<file path="src/rtl/video_level_decoder.sv">
// video_level_decoder: 2-bit level video receiver (SYNC=0..WHITE=3) rebuilding hsync/vsync, pixel x/y/level and lock; ports clk, reset, pix_en, video_in in, pixel_valid/x/y/level, line_start, frame_start, locked, sync_error out; VIDEO_DECODER_STATS_EN adds frame_count/last_lines
module video_level_decoder #(
  parameter int H_DISPLAY = 256,
  parameter int H_BACK    = 60,
  parameter int V_DISPLAY = 240,
  parameter int V_BACK    = 18,
  parameter int HSYNC_MIN = 16,
  parameter int HSYNC_MAX = 40,
  parameter int VSYNC_MIN = 200
) (
  input  logic       clk,
  input  logic       reset,
  input  logic       pix_en,
  input  logic [1:0] video_in,
  output logic       pixel_valid,
  output logic [8:0] pixel_x,
  output logic [8:0] pixel_y,
  output logic [1:0] pixel_level,
  output logic       line_start,
  output logic       frame_start,
  output logic       locked,
  output logic       sync_error
`ifdef VIDEO_DECODER_STATS_EN
  ,
  output logic [15:0] frame_count,
  output logic [9:0]  last_lines
`endif
);
  localparam logic [11:0] HS_MIN = 12'(HSYNC_MIN);
  localparam logic [11:0] HS_MAX = 12'(HSYNC_MAX);
  localparam logic [11:0] VS_MIN = 12'(VSYNC_MIN);
  localparam logic [9:0]  HB     = 10'(H_BACK);
  localparam logic [9:0]  HE     = 10'(H_BACK + H_DISPLAY);
  localparam logic [9:0]  VB1    = 10'(V_BACK + 1);
  localparam logic [9:0]  VD     = 10'(V_DISPLAY);
  typedef enum logic [1:0] {SEARCH, TOP, ACTIVE} state_t;
  state_t      state, state_n;
  logic [11:0] run_cnt, run_n;
  logic [9:0]  h_cnt, h_n, line_cnt, line_n, act_cnt, act_n;
  logic        is_sync, run_end, hs, vs, bad, frame_ok, frame_bad, pix;
  always_comb begin
    is_sync   = video_in == 2'd0;
    run_end   = !is_sync && run_cnt != 12'd0;
    hs        = run_end && run_cnt >= HS_MIN && run_cnt <= HS_MAX;
    vs        = run_end && run_cnt >= VS_MIN;
    bad       = run_end && !hs && !vs;
    run_n     = is_sync ? (run_cnt == '1 ? run_cnt : run_cnt + 12'd1) : 12'd0;
    h_n       = hs ? 10'd0 : (h_cnt == '1 ? h_cnt : h_cnt + 10'd1);
    line_n    = vs ? 10'd0 : (hs && line_cnt != '1) ? line_cnt + 10'd1 : line_cnt;
    frame_ok  = vs && state == ACTIVE && act_cnt == VD;
    frame_bad = vs && state == ACTIVE && act_cnt != VD;
    state_n   = state;
    act_n     = act_cnt;
    if (bad) begin
      state_n = SEARCH;
      act_n   = 10'd0;
    end else if (vs) begin
      state_n = TOP;
      act_n   = 10'd0;
    end else if (hs && state == TOP && line_n == VB1) begin
      state_n = ACTIVE;
      act_n   = 10'd1;
    end else if (hs && state == ACTIVE) begin
      act_n   = act_cnt == '1 ? act_cnt : act_cnt + 10'd1;
    end
    pix = state_n == ACTIVE && !is_sync && h_n >= HB && h_n < HE && act_n <= VD;
  end
  always_ff @(posedge clk) begin
    if (reset) begin
      state       <= SEARCH;
      run_cnt     <= '0;
      h_cnt       <= '0;
      line_cnt    <= '0;
      act_cnt     <= '0;
      pixel_valid <= 1'b0;
      pixel_x     <= '0;
      pixel_y     <= '0;
      pixel_level <= '0;
      line_start  <= 1'b0;
      frame_start <= 1'b0;
      locked      <= 1'b0;
      sync_error  <= 1'b0;
`ifdef VIDEO_DECODER_STATS_EN
      frame_count <= '0;
      last_lines  <= '0;
`endif
    end else begin
      pixel_valid <= 1'b0;
      line_start  <= 1'b0;
      frame_start <= 1'b0;
      sync_error  <= 1'b0;
      if (pix_en) begin
        state       <= state_n;
        run_cnt     <= run_n;
        h_cnt       <= h_n;
        line_cnt    <= line_n;
        act_cnt     <= act_n;
        pixel_valid <= pix;
        line_start  <= hs;
        frame_start <= vs;
        sync_error  <= bad || frame_bad;
        if (pix) begin
          pixel_x     <= 9'(h_n - HB);
          pixel_y     <= 9'(act_n - 10'd1);
          pixel_level <= video_in;
        end
        if (bad || frame_bad) locked <= 1'b0;
        else if (frame_ok) locked <= 1'b1;
`ifdef VIDEO_DECODER_STATS_EN
        if (vs) begin
          frame_count <= frame_count + 16'd1;
          last_lines  <= act_cnt;
        end
`endif
      end
    end
  end
endmodule

</file>
<file path="config.mk">
export PLATFORM = sky130hd
export DESIGN_NAME = video_level_decoder
export DESIGN_NICKNAME = d
export VERILOG_FILES = /design/src/rtl/video_level_decoder.sv
export SDC_FILE = /design/constraint.sdc
export NUM_CORES = 1
export LEC_CHECK = 0
export BUFFER_PORTS_ARGS = -buffer_cell sky130_fd_sc_hd__buf_2
export CORE_MARGIN = 4
export CORE_UTILIZATION = 55
export CTS_CLUSTER_DIAMETER = 100
export DETAILED_ROUTE_END_ITERATION = 8
export PLACE_DENSITY = 0.85
export SYNTH_ARGS = -nofsm -noshare
export SYNTH_HDL_FRONTEND = slang
export SYNTH_SLANG_ARGS = --single-unit
</file>
<file path="constraint.sdc">
create_clock -name clk -period 6.3 [get_ports clk]
set_clock_uncertainty 0.2 [all_clocks]
set_input_delay 1.26 -clock clk [delete_from_list [all_inputs] [get_ports clk]]
set_output_delay 1.26 -clock clk [all_outputs]
set_load 0.01 [all_outputs]
</file>
==> results list, run 1 <==
- Critical path arrival: 5180 ps
- In this run the power density over the cells is ~200 nW/um^2.
* Sum of overflow across all layers after global routing: 0
- In this run, the number of DRC markers left after iteration 0 of detailed routing was 361.
* Yosys warnings: 0
- CP dominant cell by count: sky130_fd_sc_hd__nand3_1
* Startpoint class of the critical path: input port
* Total wire length: 9980 um
- Total CTS buffers: 9
- Starting density of the core: a little under three fifths
* Count of final hold-check violations: 0
* Met2 usage: a little under two fifths
* Biggest area consumer among synthesized cells: sky130_fd_sc_hd__dfxtp_1
- Hold is met by 254 ps.
* Number of nets in the layout: 546
* Number of levels in the clock H-tree: 3
- Number of buffers inserted for hold repair after clock tree synthesis: 0
- Headroom to the max-slew limit: 27.2%
* Post-CTS sizing: 0
- In this run the critical register-to-register path is captured at pixel_y[1].
- In this run the deepest clock path goes through 2 buffers.
- The final number of max-transition violations is 0.
* Diode insertion count for antenna repair: 0
- Proportion of layout cells with a drive suffix above 1: between 10% and 20%
* Crit path required time: roughly 6300 ps
- Synth Instances: between 500 and 600
- Counting buffers and inverters, the worst setup path is 13 cells deep.
* Global-route track usage on met1: slightly above 30%
- Max Clk Rate: about 190 MHz
* Total of endpoints with negative setup slack in the final report: 0
- Total of flip-flops plus latches after synthesis: roughly 70
- The setup check on the worst reg-to-reg path leaves a slack of approximately 1500 ps.
- Category of the most critical setup path: in2reg
- TritonCTS built the clock tree.
- In this run the worst setup path begins at video_in[0].
- The startpoint identified for the worst register-to-register timing path is run_cnt[8].
- Worst hold path type: reg2reg
- ANT nets after route: 0
* DIE AREA: 8810 um^2
- Yosys attributes the largest share of cell area to sky130_fd_sc_hd__dfxtp_1 34%, sky130_fd_sc_hd__mux2i_1 6.9%, sky130_fd_sc_hd__nor2_1 6.0%, sky130_fd_sc_hd__a21oi_1 4.6%, sky130_fd_sc_hd__nand2_1 4.5%.
- Most frequently used cell type in the post-synthesis netlist: sky130_fd_sc_hd__dfxtp_1
- Clock-pin slew was measured on the worst setup and hold paths at 70 ps.
- Share of the core filled with cells: between 60 and 70%
- On the critical path, the stage with the largest delay is an instance of sky130_fd_sc_hd__a41o_1.
- Adding up every negative setup slack in the final design gives 0 ps.
* Outcome: complete, no violations
- Post-CTS timing repair inserted 0 buffers for setup.
- The worst path needs just over 5000 ps of the cycle, external delays included.
* Placeable core area: 7210 um^2
- Area share of the leading cell type in the synthesized netlist: around 34%
- Detailed Place HPWL: a little under 7000 um
- Width of the die: between 90 and 100 um
* Routed length per instance: between 15 and 20 um
- Number of antenna violations at the first check in global routing: 0
- Top cell types by occurrence after synthesis: 69 x sky130_fd_sc_hd__dfxtp_1, 65 x sky130_fd_sc_hd__nor2_1, 49 x sky130_fd_sc_hd__nand2_1
- For this run, design rule violations remaining after detail routing come to 0.
* Longest individual stage delay on the worst path: between 600 and 700 ps
- Top Family by Delay on Critical Path: simple AND/OR/NAND/NOR gates
- Worst skew pair latency: around 360 ps
* Total clock sinks: 69
* Cell-by-cell listing of the critical path: buf_2, o22ai_1, or4_4, nor3_1, nand3_1, nor4_4, o21ai_0, ha_1, nand3_1, a41o_1, buf_4, mux2i_1, nor2_1
- Slew @ Worst Pin: approximately 1100 ps
* Dominant synthesized flop cell: sky130_fd_sc_hd__dfxtp_1
- Counting both buffers and inverters, the worst setup path holds a total of 2.
* Final Total Pwr: just under 900 uW
- After synthesis, flip-flops and latches occupy between 30% and 40% of the total area.
* Share of the clock period used by the worst path after layout: about 82%
- The floorplan has 31 rows.
- Vias per cell: a little over 6
- Worst hold path endpoint: pixel_x[0]
- Hold_sp: pixel_x[0]
* Number of enable-type register cells in the synthesized netlist: 0
- The first global-routing pass estimated roughly 17,000 um of wire.
- First-pass DRT Iterations: 5
- The worst hold path passes through 2 cells.
- The tree is rooted in a sky130_fd_sc_hd__clkbuf_8.
- Entering global routing, the biggest net connects approximately 60 pins.
- Vertical die dimension: 93.9 um
- Total number of vias: around 3,900
- The congestion estimate from routability-driven global placement came to a little under 1.
- Count of max-cap constraint violations: 0
* Number of cells on the worst reg-to-reg path: 12
* Maximum net fanout on the critical path: 13
- Number of top-level pins: 30
* Count of distinct cell types in the synthesized netlist: 58
- The number of nets handed over by synthesis was 530.
* Number of port buffers: 29
- Timing analysis after detailed placement gives a worst setup slack of 810 ps.
- Most Crowded Layer GR: met2
* Worst setup slack after layout: about 1100 ps
- Global routing used around a quarter of the available tracks across all layers.
* Post-Syn Area: slightly above 4000 um^2
- Counting flops with an async set or reset pin after synthesis yields a share of 0%.
- Worst IR drop on VDD: approximately 0.00015 V
* Via count of the first global-routing pass: 3,516
* Signed area change from the synthesized netlist to the final layout: 10.1%
- Global routing consumed, on the met3 layer, 7.37% of the routing resources.
- In this run the static leakage power is roughly 1.9 nW.
* RSZ-0062 raised after global routing: false
* Endpoint type of the worst setup path: flip-flop
- In this run the mean area of a mapped cell was around 7.9 um^2.
routing by layer:
layer | vias up | share of wire (%)
met1 | 1825 | 43
li1 | 1893 | -
met2 | 127 | 48
met4 | 0 | 2.1
met5 | - | 0
met3 | 23 | 6.1
layout by cell type, fill, tap and decap left out, drive strengths merged, types with 3 or more instances in the layout:
cell type and count:
nand3 28, a211oi 6, or3 6, o22ai 4, xnor2 11, dfxtp 69, clkinv 4, and3b 3
inv 15, and4 6, nand2 49, nor2 66, buf 34, xor2 15, clkbuf 9, a31oi 6
o21ai 25, nor3 20, mux2i 28, nand4b 3, mux2 6, or4 3, ha 9, nand4 18
a21o 4, nand2b 7, nor4 8, and3 9, a21oi 37
stage by stage:
step / std cells / cell area [um^2]
2_1_floorplan: 516 / 4060
3_3_place_gp: 620 / 4240
3_5_place_dp: 620 / 4240
4_1_cts: 636 / 4460
5_1_grt: 636 / 4460
6_report: 636 / 4460
worst min-delay path: stages (launching register included):
cell                      delay (ps)
sky130_fd_sc_hd__dfxtp_1         310
sky130_fd_sc_hd__nand2_1          50
sky130_fd_sc_hd__a21oi_1          50
worst max-delay path by stage:
| stage | end | slack [ps] |
|---|---|---|
| 5_1_grt | pixel_x[1] | 790 |
| 6_report | pixel_y[1] | 1130 |
| 4_1_cts | pixel_y[1] | 1190 |
| 2_1_floorplan | pixel_y[0] | 1700 |
| 3_5_place_dp | pixel_x[6] | 810 |
| 3_3_place_gp | pixel_y[1] | 980 |
cells by family (layout without fill, tap and decap cells):
group,Yosys count,in the layout,share of synthesized area [%]
mux,34,34,8.58
flops,69,69,34.1
simple gates,235,235,29.8
xor+xnor,26,26,5.62
buf+inv,43,64,4.23
fa+ha+maj,9,9,2.78
compound gates,100,100,14.9
report_power, final:
group	internal (mW)	switching (mW)	total [mW]
combinational	0.00822	0.0238	0.0320
sequential	0.437	0.00256	0.440
clock	0.225	0.183	0.408
total	0.670	0.210	0.880
flip-flops by register name, summed over array words and instances (netlist names):
register and cells:
act_cnt 10, frame_start 1, h_cnt 10, line_cnt 10, line_start 1, locked 1
pixel_level 2, pixel_valid 1, pixel_x 9, pixel_y 9, run_cnt 12, state 2
sync_error 1
layout make-up:
type / instances / area (um^2)
timing repair buffer: 34 / 183
multi-input combinational: 404 / 2500
clock inverter: 7 / 96.3
inverter: 14 / 52.6
clock buffer: 9 / 124
tap: 99 / 124
fill: 659 / 2750
sequential: 69 / 1380
(Power assumes the default switching activity.)
==> run 2, diff against run 1 <==
==> constraint.sdc (replaced) <==
create_clock -name clk -period 5.2 [get_ports clk]
set_clock_uncertainty 0.2 [all_clocks]
set_input_delay 1.04 -clock clk [delete_from_list [all_inputs] [get_ports clk]]
set_output_delay 1.04 -clock clk [all_outputs]
set_load 0.01 [all_outputs]
==> results list, run 2 (synthesis results as in run 1) <==
* Outcome: complete, no violations
* Slew @ Worst Pin: roughly 1100 ps
- Worst IR drop on VDD: approximately 0.00019 V
* Routed length per instance: 15.9 um
* Clock-pin slew of the registers on the worst-case setup and hold paths: ~80 ps
* Total wire length: roughly 10,000 um
- Leaving out fill and tap cells, the most frequent cell in the layout is sky130_fd_sc_hd__dfxtp_1.
- The count of buffers added on input and output ports is 29.
- Startpoint class of the critical path: input port
* Total number of vias: about 4,000
* Worst hold path type: reg2reg
- Setup repair after global routing left no endpoint under its margin.
- The number of gates resized after CTS was 0.
- Core Rows: 31
- Critical path arrival: around 4400 ps
* Worst setup slack after layout: 865 ps
* TritonCTS clock tree: yes
- Clock tree synthesis inserted a total of 9 buffers.
- Dpl cell area: between 4000 and 5000 um^2
- The routed design could run at a clock period as short as between 4000 and 5000 ps.
- In this run the vertical extent of the chip is 93.9 um.
- Final standard cell area without fillers: roughly 4500 um^2
- The share of total power dissipated in the clock network is 44.2%.
* Number of buffers inserted for hold repair after clock tree synthesis: 0
* Storage cell area: ~1400 um^2
- Maximum net fanout on the critical path: 23
- Cells fill between 60 and 70% of the core in the end.
* First-pass GRT wire length: 16,900 um
* Most used cells in the layout excluding fill and tap cells: 69 x sky130_fd_sc_hd__dfxtp_1, 65 x sky130_fd_sc_hd__nor2_1, 49 x sky130_fd_sc_hd__nand2_1
- Adding up every negative setup slack in the final design gives 0 ps.
- In the final layout, the share of cells above drive strength 1 is 12.4%.
- Gp weighted congestion: 0.934
- Fin Hold WS: about 260 ps
- The clock passes through at most 2 buffers.
- Category of the most critical setup path: in2reg
* Fill cells: 651
- The hold violation total from the final report is 0.
- For this run, the top clock speed supported by timing is 231 MHz.
- Sum of overflow across all layers after global routing: 0
- PD cells: between 200 and 250 nW/um^2
* First-pass DRT Iterations: 5
- Placeable core area: between 7000 and 8000 um^2
* Final Total Pwr: around 1 mW
- Ranked by flip-flop count, first place goes to run_cnt.
- Of the available clock period, the critical path in the final layout requires a little over four fifths.
- DRC Markers: 0
- Cell count after placement: between 600 and 700
* Count of max-cap constraint violations: 0
- Net switching is between 20% and 30% of the power.
- The register with the most flip-flops in the layout has 12 of them.
- Setup violations remaining at the end of the flow were counted as 0.
- The H-tree was split into 3 levels.
- Of the total power, registers draw 52.0%.
- Cell internal power was estimated by the tool at around 770 uW.
- Once detail routing completed, the nets flagged for antenna violations numbered 0.
- Signed area change from the synthesized netlist to the final layout: 10.4%
- OpenSTA, run right after detailed placement, puts the worst setup slack at roughly 530 ps.
- For the worst setup path, the data required time is between 5000 and 6000 ps.
- The analysis attributes to cell leakage a power of 1.87 nW.
- Vias per cell: 6.15
* Post-CTS setup repair buffer count: 0
* Total clock sinks: 69
* Combinational power share: under 10%
- Once layout is complete, the cells apart from fillers number 640.
- Via count of the first global-routing pass: around 3,700
- The root buffer cell chosen for the clock tree is sky130_fd_sc_hd__clkbuf_8.
* Starting density of the core: 56.2%
- The clock reaches the later pin of the worst-skew pair after 360 ps.
* Detailed Place HPWL: just under 7000 um
* Diode insertion count for antenna repair: 0
- The final number of max-transition violations was 0.
* Total GRT Usage: 23.6%
- Power dissipated by switching net loads: 258 uW
* Endpoint type of the worst setup path: flip-flop
- Headroom to the max-slew limit: 26.7%
* DRC marker count from the first detailed-route iteration: 249
- Width of the die: 93.9 um
- Maximum number of pins on one net before global-route repair: just over 60
* Multi-input gate area in the final layout: about 2500 um^2
- DIE AREA: a little under 9000 um^2
- The initial antenna violation count was 0.
- Number of top-level pins: 30
- Number of nets in the layout: 550
## run 2: layout make-up
cell class	count	area share (%)
Tap cell	99	2.77
Clock buffer	9	2.77
Clock inverter	7	1.76
Timing Repair Buffer	38	4.75
Inverter	14	1.17
Multi-Input combinational cell	404	55.9
Sequential cell	69	30.9
## run 2: critical path, cell delays in order
cell,delay [ps]
sky130_fd_sc_hd__buf_2,130
sky130_fd_sc_hd__o22ai_1,140
sky130_fd_sc_hd__or4_4,540
sky130_fd_sc_hd__nor4b_2,300
sky130_fd_sc_hd__mux2i_1,390
sky130_fd_sc_hd__nor4_4,130
sky130_fd_sc_hd__o21ai_0,400
sky130_fd_sc_hd__ha_1,240
sky130_fd_sc_hd__nand3_1,80
sky130_fd_sc_hd__a41o_1,270
sky130_fd_sc_hd__buf_4,240
sky130_fd_sc_hd__or3_1,370
sky130_fd_sc_hd__a21oi_1,140
## run 2: power groups by stage
stage | clock network, mW | registers [mW] | logic (mW)
CTS | 0.461 | 0.533 | 0.0388
detailed placement | 0 | 0.545 | 0.0387
global placement | 0 | 0.545 | 0.0371
floorplan | 0 | 0.545 | 0.0270
finish | 0.453 | 0.533 | 0.0393
global route | 0.486 | 0.533 | 0.0432
## run 2: per-layer routing
layer | track usage, % | wire length, um | up-vias | share of wire, %
met5 | 0 | 0 | - | 0
met4 | 7.46 | 177 | 0 | 1.7
met1 | 29.4 | 4220 | 1857 | 41
met2 | 39.2 | 5040 | 152 | 49
met3 | 6.57 | 743 | 25 | 7.3
li1 | - | - | 1905 | -
## run 2: worst paths after layout
path                 to         from  slack (ps)  depth (start not counted)
max          pixel_x[0]  video_in[0]         860                         13
min          pixel_y[6]   pixel_y[6]         260                          2
max reg2reg  pixel_x[0]  run_cnt[11]         960                         12
min reg2reg  pixel_y[6]   pixel_y[6]         260                          2
